File: src/rtl/ofm_wb_pkg.sv
// Shared definitions for the OFM write-back stage: state encoding, widths
// and the active-lane helper.
package ofm_wb_pkg;

  localparam int ADDR_W  = 20;  // $clog2(692224)
  localparam int PLANE_W = 18;  // ofm_size^2 for a 9-bit ofm_size
  localparam int GRP_W   = 7;   // filter-group index
  localparam int NF_W    = 11;  // num_filter width
  localparam int SIZE_W  = 9;   // ofm_size width
  localparam int IADDR_W = 32;  // internal address width, wide enough to detect out-of-range

  typedef enum logic [1:0] {
    IDLE  = 2'd0,
    WAIT  = 2'd1,
    DRAIN = 2'd2,
    FIN   = 2'd3
  } state_t;

  // Lanes carrying real filters in a group: min(lanes, filters left).
  function automatic logic [NF_W-1:0] min_lanes(input logic [NF_W-1:0] remain,
                                                 input logic [NF_W-1:0] lanes);
    return (remain < lanes) ? remain : lanes;
  endfunction

endpackage

File: src/rtl/ofm_addr_gen.sv
// Incremental element-address generator. lane_addr always holds the address
// of the lane currently being written; no multiplier in the update path.
module ofm_addr_gen
  import ofm_wb_pkg::*;
(
  input  logic               clk,
  input  logic               rst_n,
  input  logic               load,
  input  logic               next_lane,
  input  logic               next_pixel,
  input  logic               next_group,
  input  logic [PLANE_W-1:0] plane,
  input  logic [IADDR_W-1:0] group_step,
  output logic [IADDR_W-1:0] lane_addr
);

  logic [IADDR_W-1:0] pix_base;
  logic [IADDR_W-1:0] group_base;
  logic [IADDR_W-1:0] group_next;
  logic [IADDR_W-1:0] pix_next;

  assign group_next = group_base + group_step;
  assign pix_next   = pix_base + IADDR_W'(1);

  // Advance bases and the per-lane address; next group wins over next pixel.
  always_ff @(posedge clk or negedge rst_n) begin
    // NOTE: sequential state uses non-blocking assignments so every register
    // samples the pre-edge values regardless of statement order.
    if (!rst_n) begin
      pix_base   <= '0;
      group_base <= '0;
      lane_addr  <= '0;
    end else if (load) begin
      pix_base   <= '0;
      group_base <= '0;
      lane_addr  <= '0;
    end else if (next_group) begin
      group_base <= group_next;
      pix_base   <= group_next;
      lane_addr  <= group_next;
    end else if (next_pixel) begin
      pix_base  <= pix_next;
      lane_addr <= pix_next;
    end else if (next_lane) begin
      lane_addr <= lane_addr + IADDR_W'(plane);
    end
  end

endmodule

File: src/rtl/ofm_writeback.sv
// OFM write-back: takes one SYSTOLIC_SIZE-lane pixel vector per beat and
// serialises it into one ofm_dpram element write per active lane, using the
// channel-major address filter*plane + row*ofm_size + col.
// Build option: define OFM_RELU_EN to clamp negative lane values to 0.
module ofm_writeback
  import ofm_wb_pkg::*;
#(
  parameter int SYSTOLIC_SIZE = 16,
  parameter int DATA_WIDTH    = 16,
  parameter int OFM_RAM_SIZE  = 692224
) (
  input  logic                                clk,
  input  logic                                rst_n,
  input  logic                                start,
  input  logic [SIZE_W-1:0]                   ofm_size,
  input  logic [NF_W-1:0]                     num_filter,
  input  logic                                in_valid,
  output logic                                in_ready,
  input  logic [SYSTOLIC_SIZE*DATA_WIDTH-1:0] in_data,
  output logic                                ofm_wr_en,
  output logic [ADDR_W-1:0]                   ofm_wr_addr,
  output logic [DATA_WIDTH-1:0]               ofm_wr_data,
  output logic                                done
);

  localparam int               BUF_W = SYSTOLIC_SIZE * DATA_WIDTH;
  localparam logic [NF_W-1:0]  LANES = NF_W'(SYSTOLIC_SIZE);

  state_t             state, state_nxt;
  logic [PLANE_W-1:0] plane, plane_in, pix_cnt;
  logic [IADDR_W-1:0] group_step, lane_addr;
  logic [NF_W-1:0]    remain, act, lane;
  logic [GRP_W-1:0]   grp, last_grp;
  logic [BUF_W-1:0]   lane_buf;
  logic               last_lane, last_pix, layer_end, in_range, accept;
  logic               load, next_lane, next_pixel, next_group;

  function automatic logic [DATA_WIDTH-1:0] relu(input logic [DATA_WIDTH-1:0] v);
`ifdef OFM_RELU_EN
    return v[DATA_WIDTH-1] ? '0 : v;
`else
    return v;
`endif
  endfunction

  assign plane_in  = {{(PLANE_W-SIZE_W){1'b0}}, ofm_size} * {{(PLANE_W-SIZE_W){1'b0}}, ofm_size};
  assign act       = min_lanes(remain, LANES);
  assign last_lane = (lane == act - NF_W'(1));
  assign last_pix  = (pix_cnt == plane - PLANE_W'(1));
  assign layer_end = last_lane && last_pix && (grp == last_grp);
  assign in_range  = (lane_addr < IADDR_W'(OFM_RAM_SIZE));
  assign accept    = in_valid && in_ready;

  // State register.
  always_ff @(posedge clk or negedge rst_n) begin
    if (!rst_n) state <= IDLE;
    else        state <= state_nxt;
  end

  // Next state, address-generator controls and write-port outputs.
  always_comb begin
    // NOTE: every output gets a default first so no path leaves one unassigned
    // (which would infer a latch).
    state_nxt   = state;
    in_ready    = 1'b0;
    ofm_wr_en   = 1'b0;
    ofm_wr_addr = '0;
    ofm_wr_data = '0;
    done        = 1'b0;
    load        = 1'b0;
    next_lane   = 1'b0;
    next_pixel  = 1'b0;
    next_group  = 1'b0;
    case (state)
      IDLE: begin
        if (start) begin
          load      = 1'b1;
          state_nxt = WAIT;
        end
      end
      WAIT: begin
        in_ready = 1'b1;
        if (in_valid) state_nxt = DRAIN;
      end
      DRAIN: begin
        ofm_wr_en   = in_range;
        ofm_wr_addr = lane_addr[ADDR_W-1:0];
        ofm_wr_data = relu(lane_buf[DATA_WIDTH-1:0]);
        if (!last_lane) begin
          next_lane = 1'b1;
        end else if (layer_end) begin
          state_nxt = FIN;
        end else begin
          // Accepting on the last-lane cycle keeps the write port busy.
          in_ready   = 1'b1;
          next_pixel = !last_pix;
          next_group = last_pix;
          state_nxt  = in_valid ? DRAIN : WAIT;
        end
      end
      FIN: begin
        done      = 1'b1;
        state_nxt = IDLE;
      end
      default: state_nxt = IDLE;
    endcase
  end

  // Layer configuration, lane buffer and pixel/group/lane counters.
  always_ff @(posedge clk or negedge rst_n) begin
    // NOTE: the lane buffer is reset as well, so a beat in flight is discarded
    // and the write data port reads 0 straight out of reset.
    if (!rst_n) begin
      plane      <= '0;
      group_step <= '0;
      remain     <= '0;
      last_grp   <= '0;
      grp        <= '0;
      pix_cnt    <= '0;
      lane       <= '0;
      lane_buf   <= '0;
    end else begin
      if (load) begin
        plane      <= plane_in;
        group_step <= IADDR_W'(plane_in) * IADDR_W'(SYSTOLIC_SIZE);
        remain     <= num_filter;
        last_grp   <= GRP_W'((num_filter - NF_W'(1)) / LANES);
        grp        <= '0;
        pix_cnt    <= '0;
        lane       <= '0;
      end
      if (accept) begin
        lane_buf <= in_data;
        lane     <= '0;
      end else if (next_lane) begin
        lane_buf <= lane_buf >> DATA_WIDTH;
        lane     <= lane + NF_W'(1);
      end
      if (next_pixel) pix_cnt <= pix_cnt + PLANE_W'(1);
      if (next_group) begin
        pix_cnt <= '0;
        grp     <= grp + GRP_W'(1);
        remain  <= remain - LANES;
      end
    end
  end

  ofm_addr_gen u_addr_gen (
    .clk        (clk),
    .rst_n      (rst_n),
    .load       (load),
    .next_lane  (next_lane),
    .next_pixel (next_pixel),
    .next_group (next_group),
    .plane      (plane),
    .group_step (group_step),
    .lane_addr  (lane_addr)
  );

endmodule
File: config.mk
export PLATFORM = sky130hd
export DESIGN_NAME = ofm_writeback
export DESIGN_NICKNAME = d
export VERILOG_FILES = /design/src/rtl/ofm_wb_pkg.sv /design/src/rtl/ofm_addr_gen.sv /design/src/rtl/ofm_writeback.sv
export SDC_FILE = /design/constraint.sdc
export NUM_CORES = 1
export LEC_CHECK = 0
export BUFFER_PORTS_ARGS = -buffer_cell sky130_fd_sc_hd__buf_2
export CAP_MARGIN = 15
export CORE_UTILIZATION = 35
export DETAILED_ROUTE_END_ITERATION = 6
export GPL_ROUTABILITY_DRIVEN = 0
export HOLD_SLACK_MARGIN = 0.15
export PLACE_DENSITY = 0.57
export SYNTH_ARGS = -nofsm -noshare
export SYNTH_HDL_FRONTEND = slang
export SYNTH_SLANG_ARGS = --single-unit
File: constraint.sdc
create_clock -name clk -period 6 [get_ports clk]
set_clock_uncertainty 0.1 [all_clocks]
set_input_delay 0.3 -clock clk [delete_from_list [all_inputs] [get_ports clk]]
set_output_delay 0.3 -clock clk [all_outputs]
set_load 0.02 [all_outputs]
======== Word level (Yosys, flattened, before mapping) ========
Cells that the tools add are included.
cells by class
  eq/ne operators ......................... 9
  reductions and logical operators ........ 11
  add/subtract/negate cells ............... 10
  multiplexer cells ....................... 45
  $mul .................................... 1
  order comparisons ....................... 2
operator list
  cell                   count
  $mux 256               2
  $mux 32                9
  $mux 11                6
  $mux 18                3
  $add 32x1->32 const B  1
  $add 32x18->32         1
  $add 32x22->32         1
  $lt 32x20->1 const B   1
  $sub 11x1->11 const B  2
  $mux 20                1
  $add 18x1->18 const B  1
  $eq 18x18->1           1
  $mul 9x9->18           1
  $sub 18x1->18 const B  1
  $mux 16                1
  $mux 1                 14
  $mux 7                 2
  $add 11x1->11 const B  1
  $eq 11x11->1           1
  $lt 11x5->1 const B    1
  $sub 11x5->11 const B  1
  $mux 2                 5
  $pmux 2 s4             1
  $add 7x1->7 const B    1
  other kinds (12)       19
storage, ports and cells
  output and inout bits ................... 39
  flip-flop bits (word level) ............. 426
  logic and storage cells ................. 89
  input bits .............................. 280

======== Logic depth before layout (Yosys ltp) ========
Gate-level depths: netlist of run 1.
  word-level depth ........................ 12
  depth in mapped cells ................... 19
  mapped depth without buffers ............ 19

======== Hierarchy ========
Synthesis of run 1 repeated with hierarchy kept, for this count alone.
unflattened totals
  cells, all modules ...................... 3,143
  area total of the unflattened synthesis .. 27,585.2 µm²
by module, submodules not included
  module         times used  cells an instance  seq. area each (µm²)  area each (µm²)
  ofm_writeback  1           2,135              8,232.9               19,374.8
  ofm_addr_gen   1           1,008              2,402.3               8,210.4

======== Worst setup path after synthesis of run 1 ========
Ideal clock, no wire load.
  path type ............................... in2reg
  start ................................... input ofm_size[0]
  end ..................................... register group_step[19]
  required time ........................... 5.775 ns
  arrival ................................. 4.177 ns
  path buffers ............................ 0
  cell stages on the path ................. 19
  slack ................................... 1.598 ns
  setup time .............................. 0.125 ns
  cell sequence ........................... and2_1 fa_1 inv_1 fa_1 inv_1 ha_1 inv_1 fa_1 inv_1 ha_1 a21o_1 a21oi_1 o21ai_0 a21oi_1 o21a_1 o211ai_1 a21oi_1 xnor2_1 mux2_2
on the way
  cells in the longest elaborated chain, start to end .. 1
ends and longest elaborated chain
  element                 RTL line              source
  start: declaration      ofm_writeback.sv:15   input logic [SIZE_W-1:0] ofm_size,
  $mul 9x9->18            ofm_writeback.sv:46   assign plane_in = {{(PLANE_W-SIZE_W){1'b0}}, ofm_size} * {{(PLANE_W-SIZE_W){1'b0}}, ofm_size};
  end signal: assignment  ofm_writeback.sv:125  group_step <= IADDR_W'(plane_in) * IADDR_W'(SYSTOLIC_SIZE);
  end: declaration        ofm_writeback.sv:31   logic [IADDR_W-1:0] group_step, lane_addr;
Every way passes these cells.
A chain may end at the register's enable or synchronous reset.

======== Worst setup path after layout of run 1 ========
  start ................................... register remain[9]
  end ..................................... register lane_buf[51]
on the way
  cells in the longest elaborated chain, start to end .. 11
  elaborated cells on any way between the ends .. 14
  classes of those cells .................. add/sub (1); order compare (1); eq/ne (1); mux (7); reduce/logical (4)
ends and longest elaborated chain
  element                                        RTL line              source
  start: declaration                             ofm_writeback.sv:32   logic [NF_W-1:0] remain, act, lane;
  start signal: assignment                       ofm_writeback.sv:126  remain <= num_filter;
  start signal: assignment                       ofm_writeback.sv:143  remain <= remain - LANES;
  $lt 11x5->1                                    ofm_wb_pkg.sv:22      return (remain < lanes) ? remain : lanes;
  $mux 11 (*)                                    ofm_wb_pkg.sv:22
  $sub 11x1->11 (*)                              ofm_writeback.sv:48   assign last_lane = (lane == act - NF_W'(1));
  $eq 11x11->1 (*)                               ofm_writeback.sv:48
  $logic_and 1x1->1 (2 in a row)                 ofm_writeback.sv:50   assign layer_end = last_lane && last_pix && (grp == last_grp);
  $mux 1                                         ofm_writeback.sv:91   end else if (layer_end) begin
  $mux 1                                         ofm_writeback.sv:89   if (!last_lane) begin
  $pmux 1 s2                                     ofm_writeback.sv:74   case (state)
  $logic_and 1x1->1                              ofm_writeback.sv:52   assign accept = in_valid && in_ready;
  $mux 256 or $reduce_bool 2->1 (tied branches)  -
  end signal: assignment                         ofm_writeback.sv:133  lane_buf <= in_data;
  end signal: assignment                         ofm_writeback.sv:136  lane_buf <= lane_buf >> DATA_WIDTH;
  end: declaration                               ofm_writeback.sv:34   logic [BUF_W-1:0] lane_buf;
Every way passes the cells marked *; elsewhere a longest branch is shown, timed or not.

==> results of run 1 <==
==> metrics by stage <==
stage          cells  power, W  util (%)  hold slack, ps  setup WS [ps]
2_1_floorplan   2826  0.008759         -          -95.59           1598
3_3_place_gp    3978   0.01038     39.28           350.8           1052
3_5_place_dp    3978   0.01049     39.28           350.7          973.3
4_1_cts         4347   0.01389     45.57           176.6          997.3
5_1_grt         4356   0.01481     45.60           222.5          547.3
6_report        4358   0.01381     45.61           201.5          934.5
==> flip-flops by register name (all words and copies together), names as in the netlist <==
name,cells
lane,11
state,2
remain,11
pix_cnt,18
u_addr_gen.lane_addr,32
lane_buf,256
group_step,17
u_addr_gen.pix_base,32
grp,7
u_addr_gen.group_base,28
last_grp,7
==> report_power, final <==
part	switching (W)	leakage [nW]	internal [W]
Sequential	0.000934	5.39	0.00389
Clock	0.00130	0.849	0.00188
Combinational	0.00328	9.23	0.00252
==> logic make-up after synthesis <==
logic type	count (synthesis)
compound gates	725
xor+xnor	121
fa+ha+maj	116
buf+inv	241
flops	421
mux	248
simple gates	954
==> layer usage <==
| layer | part of all wire [%] | wire (um) |
|---|---|---|
| met1 | 46 | 36020 |
| met2 | 47 | 37130 |
| met3 | 3.8 | 2954 |
| met4 | 3.3 | 2596 |
| met5 | 0.017 | 13 |
==> critical path, delay by kind of cell, from the launching register on <==
kind / cells / cell delay [ps]
AOI/OAI and AO/OA: 6 / 1580
adders and majority gates: 1 / 270
DFF: 1 / 410
and+or+nand+nor: 5 / 1620
xor gates and xnor gates: 1 / 380
buffers and inverters: 2 / 610
==> cell usage in the layout, fill, tap and decap left out, drive strengths merged, types with 19 or more instances in the layout <==
cell type,Yosys,routed
nand2,468,468
and2,79,79
nor2,126,126
nand3,77,77
o21ai,416,416
mux2i,244,244
nor3,38,38
buf,49,363
a21oi,115,115
clkbuf,112,72
inv,80,81
and3,31,31
fa,34,34
ha,81,81
a21o,26,26
dfrtp,421,421
nand4,19,19
dlygate4sd3,0,278
xor2,50,50
xnor2,70,70
==> layout make-up <==
| class | count | area (sq um) | area share, % |
|---|---|---|---|
| Sequential cell | 421 | 10540 | 32.20 |
| Antenna cell | 11 | 27.53 | 0.08414 |
| Tap cell | 950 | 1189 | 3.633 |
| Timing Repair Buffer | 641 | 4910 | 15.01 |
| Multi-Input combinational cell | 2164 | 14030 | 42.87 |
| Clock buffer | 72 | 1464 | 4.475 |
| Inverter | 80 | 300.3 | 0.9179 |
| Clock inverter | 19 | 265.3 | 0.8108 |
==> final timing paths <==
path	depth (start not counted)	slack, ps	to
min	5	200	group_step[7]
min reg2reg	1	400	u_addr_gen.group_base[20]
max	15	930	lane_buf[51]
min in group asynchronous	2	300	lane_buf[244]
max in group asynchronous	3	4180	u_addr_gen.lane_addr[14]
max reg2reg	15	930	lane_buf[51]
==> results.sh, run 1 <==
export IMPL_synthesis_nets=3221
export IMPL_launch_point_of_the_worst_path="remain[9]"
export IMPL_final_setup_viol_count=0
export IMPL_grt_setup_unrepaired="false"
export IMPL_grt_util_met3_pct=2.645
export IMPL_yosys_area_top_type_share_pct=41.33
export IMPL_buffers_from_clock_root_to_sink_at_most=3
export IMPL_crit_arrival_ps=5490
export IMPL_synthTopCellsByArea="dfrtp_1 (41%), mux2i_1 (9.6%), o21ai_0 (7.8%)"
export IMPL_maximum_fanout_along_the_worst_path=52
export IMPL_placeableCoreArea_sq_um=71730
export IMPL_clock_sink_count=421
export IMPL_fillCellCount=6875
export IMPL_post_cts_buffers=0
export IMPL_worstSkewPairLatency_ps=620
export IMPL_crit_path_end_kind="register"
export IMPL_post_route_cell_area_sq_um=32720
export IMPL_slowest_cp_cell="o211a_4"
export IMPL_dieHeight_um=271.9
export IMPL_critical_path_max_stage_delay_ps=670
export IMPL_grt_first_pass_wirelength_mm=124.5
export IMPL_io_buffers=318
export IMPL_yosys_register_bits=421
export IMPL_grt_most_used_layer="met2"
export IMPL_ys_types=78
export IMPL_die_footprint_sq_um=73920
export IMPL_viasPerCell=5.179
export IMPL_final_period_utilization_pct=84.43
export IMPL_synth_edf_count=0
export IMPL_area_delta_synth_final_pct=28.34
export IMPL_cts_root_buf="clkbuf_16"
export IMPL_actual_slew_at_the_worst_max_slew_pin_ps=1158
export IMPL_placed_area_sq_um=28180
export IMPL_report_final_slew_viol_count=0
export IMPL_hold_viol_final=0
export IMPL_hpwl_mm=54.47
export IMPL_synth_largest_area_cell="dfrtp_1"
export IMPL_r2r_start="remain[9]"
export IMPL_yosys_warnings=0
export IMPL_grt_use_met2_pct=34.00
export IMPL_ir_drop_v=0.0002490
export IMPL_avgSynthCellArea_sq_um=9.021
export IMPL_timing_hold_worst_start="ofm_size[2]"
export IMPL_required_time_at_the_worst_slack_endpoint_ps=6420
export IMPL_synth_area_sq_um=25490
export IMPL_synth_cells=2826
export IMPL_most_used_dff_post_synth="dfrtp_1"
export IMPL_cts_max_level=2
export IMPL_numCtsBuffers=50
export IMPL_initial_utilization_pct=35.54
export IMPL_die_span_x_um=271.9
export IMPL_post_synth_most_frequent_cells="nand2_1 (468), dfrtp_1 (421), o21ai_0 (397)"
export IMPL_grtUsageTotal_pct=20.85
export IMPL_setup_worst_path_start_class="register"
export IMPL_largest_family_of_logic_cells_by_synthesized_area="simple AND/OR/NAND/NOR gates"
export IMPL_min_period_ps=5066
export IMPL_setup_worst_path_class="register to register"
export IMPL_grt_met1_usage_pct=28.26
export IMPL_final_layout_size_suffix_gt1_share_pct=14.10
export IMPL_routed_wirelength_mm=78.72
export IMPL_grt_antenna_before_repair=10
export IMPL_synth_seq_area_share_pct=41.33
export IMPL_wire_per_inst_um=18.06
export IMPL_timing_critical_path_cells="or4_1 -> nor2_1 -> nand2_1 -> ha_1 -> xor3_1 -> o22ai_1 -> a21oi_1 -> a211o_1 -> nor3_1 -> o31a_1 -> buf_4 -> o211a_4 -> buf_4 -> nand2_1 -> o21ai_0"
export IMPL_achievable_frequency_ghz=0.1974
export IMPL_slew_limit_headroom_pct=22.82
export IMPL_cts_hold_fix_buffers=278
export IMPL_grt_pass1_vias=22330
export IMPL_cts_resized=0
export IMPL_pin_count=319
export IMPL_post_synth_top_count_cell="nand2_1"
export IMPL_mux_share_of_post_synthesis_cell_area_pct=9.758
export IMPL_drv_max_cap_violation_count=0
export IMPL_detailedRoute_firstPassIterationCount=7
export IMPL_nNetsFinal=3753
export IMPL_power_density_nw_per_um2=422.0
export IMPL_detail_route_drc_violations=0
export IMPL_async_reset_ff_share_pct=100.0
export IMPL_post_synth_xor_area_fraction_pct=4.216
export IMPL_cts_tree="done"
export IMPL_power_static_leakage_nw=15.46
export IMPL_post_synth_simple_gate_area_pct=17.57
export IMPL_synth_adder_area_share_pct=6.685
export IMPL_clkTransAtPathRegs_ps=60
export IMPL_setup_tns_ps=0
export IMPL_worstHoldPathType="input pin to register"
export IMPL_area_fraction_in_compound_gates_after_synthesis_pct=16.57
export IMPL_grt_start_max_net_pins=140
export IMPL_drt_first_iter_violations=1563
export IMPL_grt_ovfl_total=0
export IMPL_placement_rows=98
export IMPL_outcome="complete, no violations"
export IMPL_antenna_violating_nets_post_route=0
export IMPL_dr_total_vias=22570
(Power assumes the default switching activity.)
==> inputs of run 2 (changes only) <==
==> constraint.sdc (replaced) <==
create_clock -name clk -period 4.95 [get_ports clk]
set_clock_uncertainty 0.1 [all_clocks]
set_input_delay 0.2475 -clock clk [delete_from_list [all_inputs] [get_ports clk]]
set_output_delay 0.2475 -clock clk [all_outputs]
set_load 0.02 [all_outputs]
==> results.sh, run 2 (synthesis results as in run 1) <==
export IMPL_outcome="complete, no violations"
export IMPL_setup_worst_path_start_class="register"
export IMPL_worstHoldPathType="input pin to asynchronous set/reset pin"
export IMPL_fin_ws_ps=239.7
export IMPL_cts_tree="done"
export IMPL_detail_route_drc_violations=0
export IMPL_setup_worst_path_class="register to primary output"
export IMPL_detailedRoute_firstPassIterationCount=7
export IMPL_numCtsBuffers=50
export IMPL_register_containing_the_most_flip_flops_in_the_final_layout="lane_buf"
export IMPL_power_density_nw_per_um2=509.7
export IMPL_die_footprint_sq_um=73920
export IMPL_slew_limit_headroom_pct=38.82
export IMPL_wire_per_inst_um=18.12
export IMPL_reg_top3="lane_buf: 256 flops, u_addr_gen.lane_addr: 32 flops, u_addr_gen.pix_base: 32 flops"
export IMPL_crit_arrival_ps=4360
export IMPL_clkTransAtPathRegs_ps=60
export IMPL_pin_count=319
export IMPL_hpwl_mm=54.62
export IMPL_post_route_cell_area_sq_um=32930
export IMPL_crit_path_end_kind="primary output"
export IMPL_achievable_frequency_ghz=0.2123
export IMPL_ir_drop_v=0.0003080
export IMPL_viasPerCell=5.193
export IMPL_power_static_leakage_nw=15.57
export IMPL_grt_antenna_before_repair=8
export IMPL_antenna_violating_nets_post_route=0
export IMPL_clock_sink_count=421
export IMPL_drt_first_iter_violations=1429
export IMPL_required_time_at_the_worst_slack_endpoint_ps=4600
export IMPL_most_frequent_cells_in_the_layout="nand2_1 (467), dfrtp_1 (421), o21ai_0 (396)"
export IMPL_area_delta_synth_final_pct=29.16
export IMPL_buffers_from_clock_root_to_sink_at_most=3
export IMPL_io_buffers=318
export IMPL_dp_slack_ps=149.1
export IMPL_final_common_cell="nand2_1"
export IMPL_power_w=0.01678
export IMPL_cts_max_level=2
export IMPL_min_period_ps=4710
export IMPL_final_layout_size_suffix_gt1_share_pct=14.54
export IMPL_die_span_x_um=271.9
export IMPL_final_setup_viol_count=0
export IMPL_drv_max_cap_violation_count=0
export IMPL_cts_root_buf="clkbuf_16"
export IMPL_worstSkewPairLatency_ps=630
export IMPL_dieHeight_um=271.9
export IMPL_final_period_utilization_pct=95.16
export IMPL_grt_pass1_vias=22560
export IMPL_placeableCoreArea_sq_um=71730
export IMPL_placed_area_sq_um=28440
export IMPL_hold_viol_final=0
export IMPL_routed_wirelength_mm=79.29
export IMPL_worst_hold_slack_ps=160.6
export IMPL_maximum_fanout_along_the_worst_path=11
export IMPL_dr_total_vias=22730
export IMPL_grtUsageTotal_pct=21.14
export IMPL_nNetsFinal=3775
export IMPL_initial_utilization_pct=35.54
export IMPL_grt_first_pass_wirelength_mm=125.5
export IMPL_largest_register_ff_count=256
export IMPL_grt_start_max_net_pins=150
export IMPL_grt_ovfl_total=0
export IMPL_actual_slew_at_the_worst_max_slew_pin_ps=917.6
export IMPL_report_final_slew_viol_count=0
export IMPL_placement_rows=98
## run 2: cell types whose count changed in the layout (fill, tap and decap cells not counted), moves of 3 or more
| cell | delta |
|---|---|
| o21ai_2 | -3 |
| buf_4 | +16 |
| o21ai_1 | +3 |
| clkbuf_1 | +4 |
| buf_12 | +8 |
| clkinv_2 | -5 |
## run 2: area by class of cell
| class | count | area, sq um |
|---|---|---|
| well taps | 950 | 1189 |
| clock buffers | 74 | 1451 |
| clock inverters | 15 | 222.7 |
| flip-flops and latches | 421 | 10540 |
| diodes | 10 | 25.02 |
| multi-input cells | 2164 | 14030 |
| repair buffers | 663 | 5170 |
| inverters | 80 | 300.3 |
| fillers | 6805 | 38810 |
## run 2: critical path, cell delays in order, from the launching register on
cell	delay [ps]
dfrtp_1	420
or4_1	630
nor2_2	240
nand2_1	90
ha_1	260
xor3_1	380
o22ai_1	150
a21oi_1	120
a211o_1	380
nor3_4	230
o31a_1	240
buf_4	240
o21a_1	160
buf_2	210
## run 2: metrics by stage
| stage | utilization, % | cells | TNS, ps |
|---|---|---|---|
| floorplan | - | 2826 | 0 |
| global placement | 39.65 | 4001 | 0 |
| detailed placement | 39.65 | 4001 | 0 |
| CTS | 45.84 | 4366 | 0 |
| global route | 45.89 | 4375 | -1.990 |
| finish | 45.90 | 4377 | 0 |
## run 2: worst paths after layout
path | endpoint | from | slack, ps | depth (start not counted)
worst max-delay path | in_ready | remain[9] | 240 | 13
worst min register to register | last_grp[4] | last_grp[4] | 400 | 2
min in group clk | group_step[7] | ofm_size[2] | 210 | 5
max in group asynchronous | lane_buf[38] | rst_n | 3220 | 3
worst max register to register | state[1] | remain[9] | 320 | 14
worst min-delay path | lane_buf[235] | rst_n | 160 | 2
## run 2: timing repair
action / 4_1_cts / 5_1_grt
setup endpoints to repair: 1 / 8
gates cloned: 0 / 0
pin swaps: 0 / 2
setup buffers: 0 / 1
hold endpoints to repair: 371 / 0
gates resized for setup: 1 / 4
hold buffers: 276 / 0
## run 2: routing by layer
layer  up-vias  share of wire (%)  track usage [%]
li1      11060                  -                -
met1     10900                 45            28.57
met2       581                 47            34.00
met3       190                4.1            2.848
met4         0                3.9            8.826
met5         -                  0                0
## run 2: power by group
part	switching [W]	internal [W]
sequential	0.00109	0.00471
combinational	0.00405	0.00317
clock	0.00157	0.00219
total	0.00670	0.0101
==> inputs of run 3 (changes only) <==
==> constraint.sdc (replaced) <==
create_clock -name clk -period 5 [get_ports clk]
set_clock_uncertainty 0.1 [all_clocks]
set_input_delay 0.25 -clock clk [delete_from_list [all_inputs] [get_ports clk]]
set_output_delay 0.25 -clock clk [all_outputs]
set_load 0.02 [all_outputs]
==> results.sh, run 3 (synthesis results as in run 1) <==
export IMPL_routed_wirelength_mm=78.84
export IMPL_io_buffers=318
export IMPL_reg_top3="lane_buf: 256 flops, u_addr_gen.lane_addr: 32 flops, u_addr_gen.pix_base: 32 flops"
export IMPL_largest_register_ff_count=256
export IMPL_die_span_x_um=271.9
export IMPL_cts_root_buf="clkbuf_16"
export IMPL_wire_per_inst_um=18.00
export IMPL_cts_tree="done"
export IMPL_outcome="complete, no violations"
export IMPL_grtUsageTotal_pct=21.00
export IMPL_fillCellCount=6844
export IMPL_cpMostUsedCell="inv_1"
export IMPL_timing_critical_path_cells="dlygate4sd3_1 -> buf_2 -> and2_1 -> fa_1 -> inv_1 -> fa_1 -> inv_1 -> ha_1 -> inv_1 -> fa_1 -> inv_1 -> ha_1 -> a21o_1 -> a21oi_1 -> o21ai_0 -> a21oi_2 -> o21a_1 -> o211ai_1 -> a21oi_1 -> xnor2_1 -> mux2_2"
export IMPL_placement_rows=98
export IMPL_dieHeight_um=271.9
export IMPL_die_footprint_sq_um=73920
export IMPL_power_density_nw_per_um2=505.5
export IMPL_grt_start_max_net_pins=103
export IMPL_power_static_leakage_nw=15.58
export IMPL_slew_limit_headroom_pct=46.21
export IMPL_final_common_cell="nand2_1"
export IMPL_achievable_frequency_ghz=0.2138
export IMPL_grt_antenna_before_repair=10
export IMPL_critical_path_max_stage_delay_ps=590
export IMPL_grt_pass1_vias=22350
export IMPL_viasPerCell=5.144
export IMPL_hold_viol_final=0
export IMPL_required_time_at_the_worst_slack_endpoint_ps=5370
export IMPL_hpwl_mm=54.92
export IMPL_cts_max_level=2
export IMPL_final_period_utilization_pct=93.54
export IMPL_crit_path_end_kind="register"
export IMPL_initial_utilization_pct=35.54
export IMPL_report_final_slew_viol_count=0
export IMPL_buffers_from_clock_root_to_sink_at_most=3
export IMPL_worstSkewPairLatency_ps=640
export IMPL_placeableCoreArea_sq_um=71730
export IMPL_numCtsBuffers=50
export IMPL_final_layout_size_suffix_gt1_share_pct=14.46
export IMPL_detailedRoute_firstPassIterationCount=5
export IMPL_actual_slew_at_the_worst_max_slew_pin_ps=806.8
export IMPL_area_delta_synth_final_pct=29.41
export IMPL_crit_arrival_ps=5050
export IMPL_power_w=0.01668
export IMPL_grt_ovfl_total=0
export IMPL_pin_count=319
export IMPL_reg2reg_setup_slack_ps=350
export IMPL_clkTransAtPathRegs_ps=60
export IMPL_setup_worst_path_class="input pin to register"
export IMPL_final_setup_viol_count=0
export IMPL_maximum_fanout_along_the_worst_path=10
export IMPL_drt_first_iter_violations=1418
export IMPL_worstHoldPathType="input pin to asynchronous set/reset pin"
export IMPL_launch_point_of_the_worst_path="ofm_size[1]"
export IMPL_grt_first_pass_wirelength_mm=124.3
export IMPL_setup_tns_ps=0
export IMPL_detail_route_drc_violations=0
export IMPL_fin_ws_ps=323.0
export IMPL_capturing_point_of_the_worst_reg2reg_path="lane_buf[138]"
export IMPL_path_buf_inv=6
export IMPL_r2r_start="remain[9]"
export IMPL_ir_drop_v=0.0002735
export IMPL_register_containing_the_most_flip_flops_in_the_final_layout="lane_buf"
export IMPL_dr_total_vias=22540
export IMPL_slowest_cp_cell="fa_1"
export IMPL_nNetsFinal=3778
export IMPL_most_frequent_cells_in_the_layout="nand2_1 (467), dfrtp_1 (421), o21ai_0 (396)"
export IMPL_min_period_ps=4677
export IMPL_dp_slack_ps=176.9
export IMPL_reg2reg_depth=16
export IMPL_setup_worst_path_start_class="input pin"
export IMPL_drv_max_cap_violation_count=0
export IMPL_cpLargestDelayFamily="adder cells"
export IMPL_clock_sink_count=421
export IMPL_worst_hold_slack_ps=190.0
export IMPL_antenna_violating_nets_post_route=0
## run 3: cell types whose count changed in the layout (fill, tap and decap cells not counted), sizes merged
cell,before,now
dlygate4sd3,276,284
buf,387,382
clkinv,9,11
diode,10,8
bufinv,3,4
clkbuf,74,75
clkinvlp,3,2
## run 3: power breakdown
group          leakage [nW]  switching (W)  internal (W)
clock                 0.840        0.00156       0.00225
combinational          9.36        0.00401       0.00312
sequential             5.39        0.00107       0.00467
total                  15.6        0.00664        0.0100
## run 3: how the worst max path moves through the flow
stage	end	slack, ps	depth (start not counted)
final	group_step[19]	320	21
after global routing	group_step[20]	-10	20
after CTS	in_ready	60	13
after detailed placement	group_step[20]	180	19
after global placement	group_step[17]	250	20
after floorplan	group_step[19]	650	19
## run 3: metrics by stage
| step | std cells | util (%) | instance area (sq um) |
|---|---|---|---|
| final | 4381 | 45.99 | 32990 |
| after CTS | 4373 | 45.94 | 32950 |
| after floorplan | 2826 | - | 25490 |
| after global routing | 4380 | 45.99 | 32990 |
| after detailed placement | 3997 | 39.55 | 28370 |
| after global placement | 3997 | 39.55 | 28370 |
## run 3: layout make-up
type | instances | area, sq um | share of cell area, %
flip-flops and latches | 421 | 10540 | 31.93
multi-input cells | 2164 | 14040 | 42.55
clock buffers | 75 | 1465 | 4.441
diodes | 8 | 20.02 | 0.06068
repair buffers | 666 | 5175 | 15.69
clock inverters | 17 | 269.0 | 0.8154
well taps | 950 | 1189 | 3.603
inverters | 80 | 300.3 | 0.9102
## run 3: metal layers
metal  wire (um)  vias up  share of wire [%]  track usage [%]
met4        2870        6                3.6            8.649
met1       35770    10750                 45            28.68
met3        3261      161                4.1            2.865
met2       36900      529                 47            33.45
li1            -    11090                  -                -
met5          40        -              0.051                0
## run 3: what timing repair did
item / 4_1_cts / 5_1_grt
endpoints found under the hold margin: 380 / 0
pin swaps: 0 / 1
hold buffers: 284 / 0
endpoints found under the setup margin: 1 / 8
setup buffers: 0 / 0
resized for setup: 1 / 5
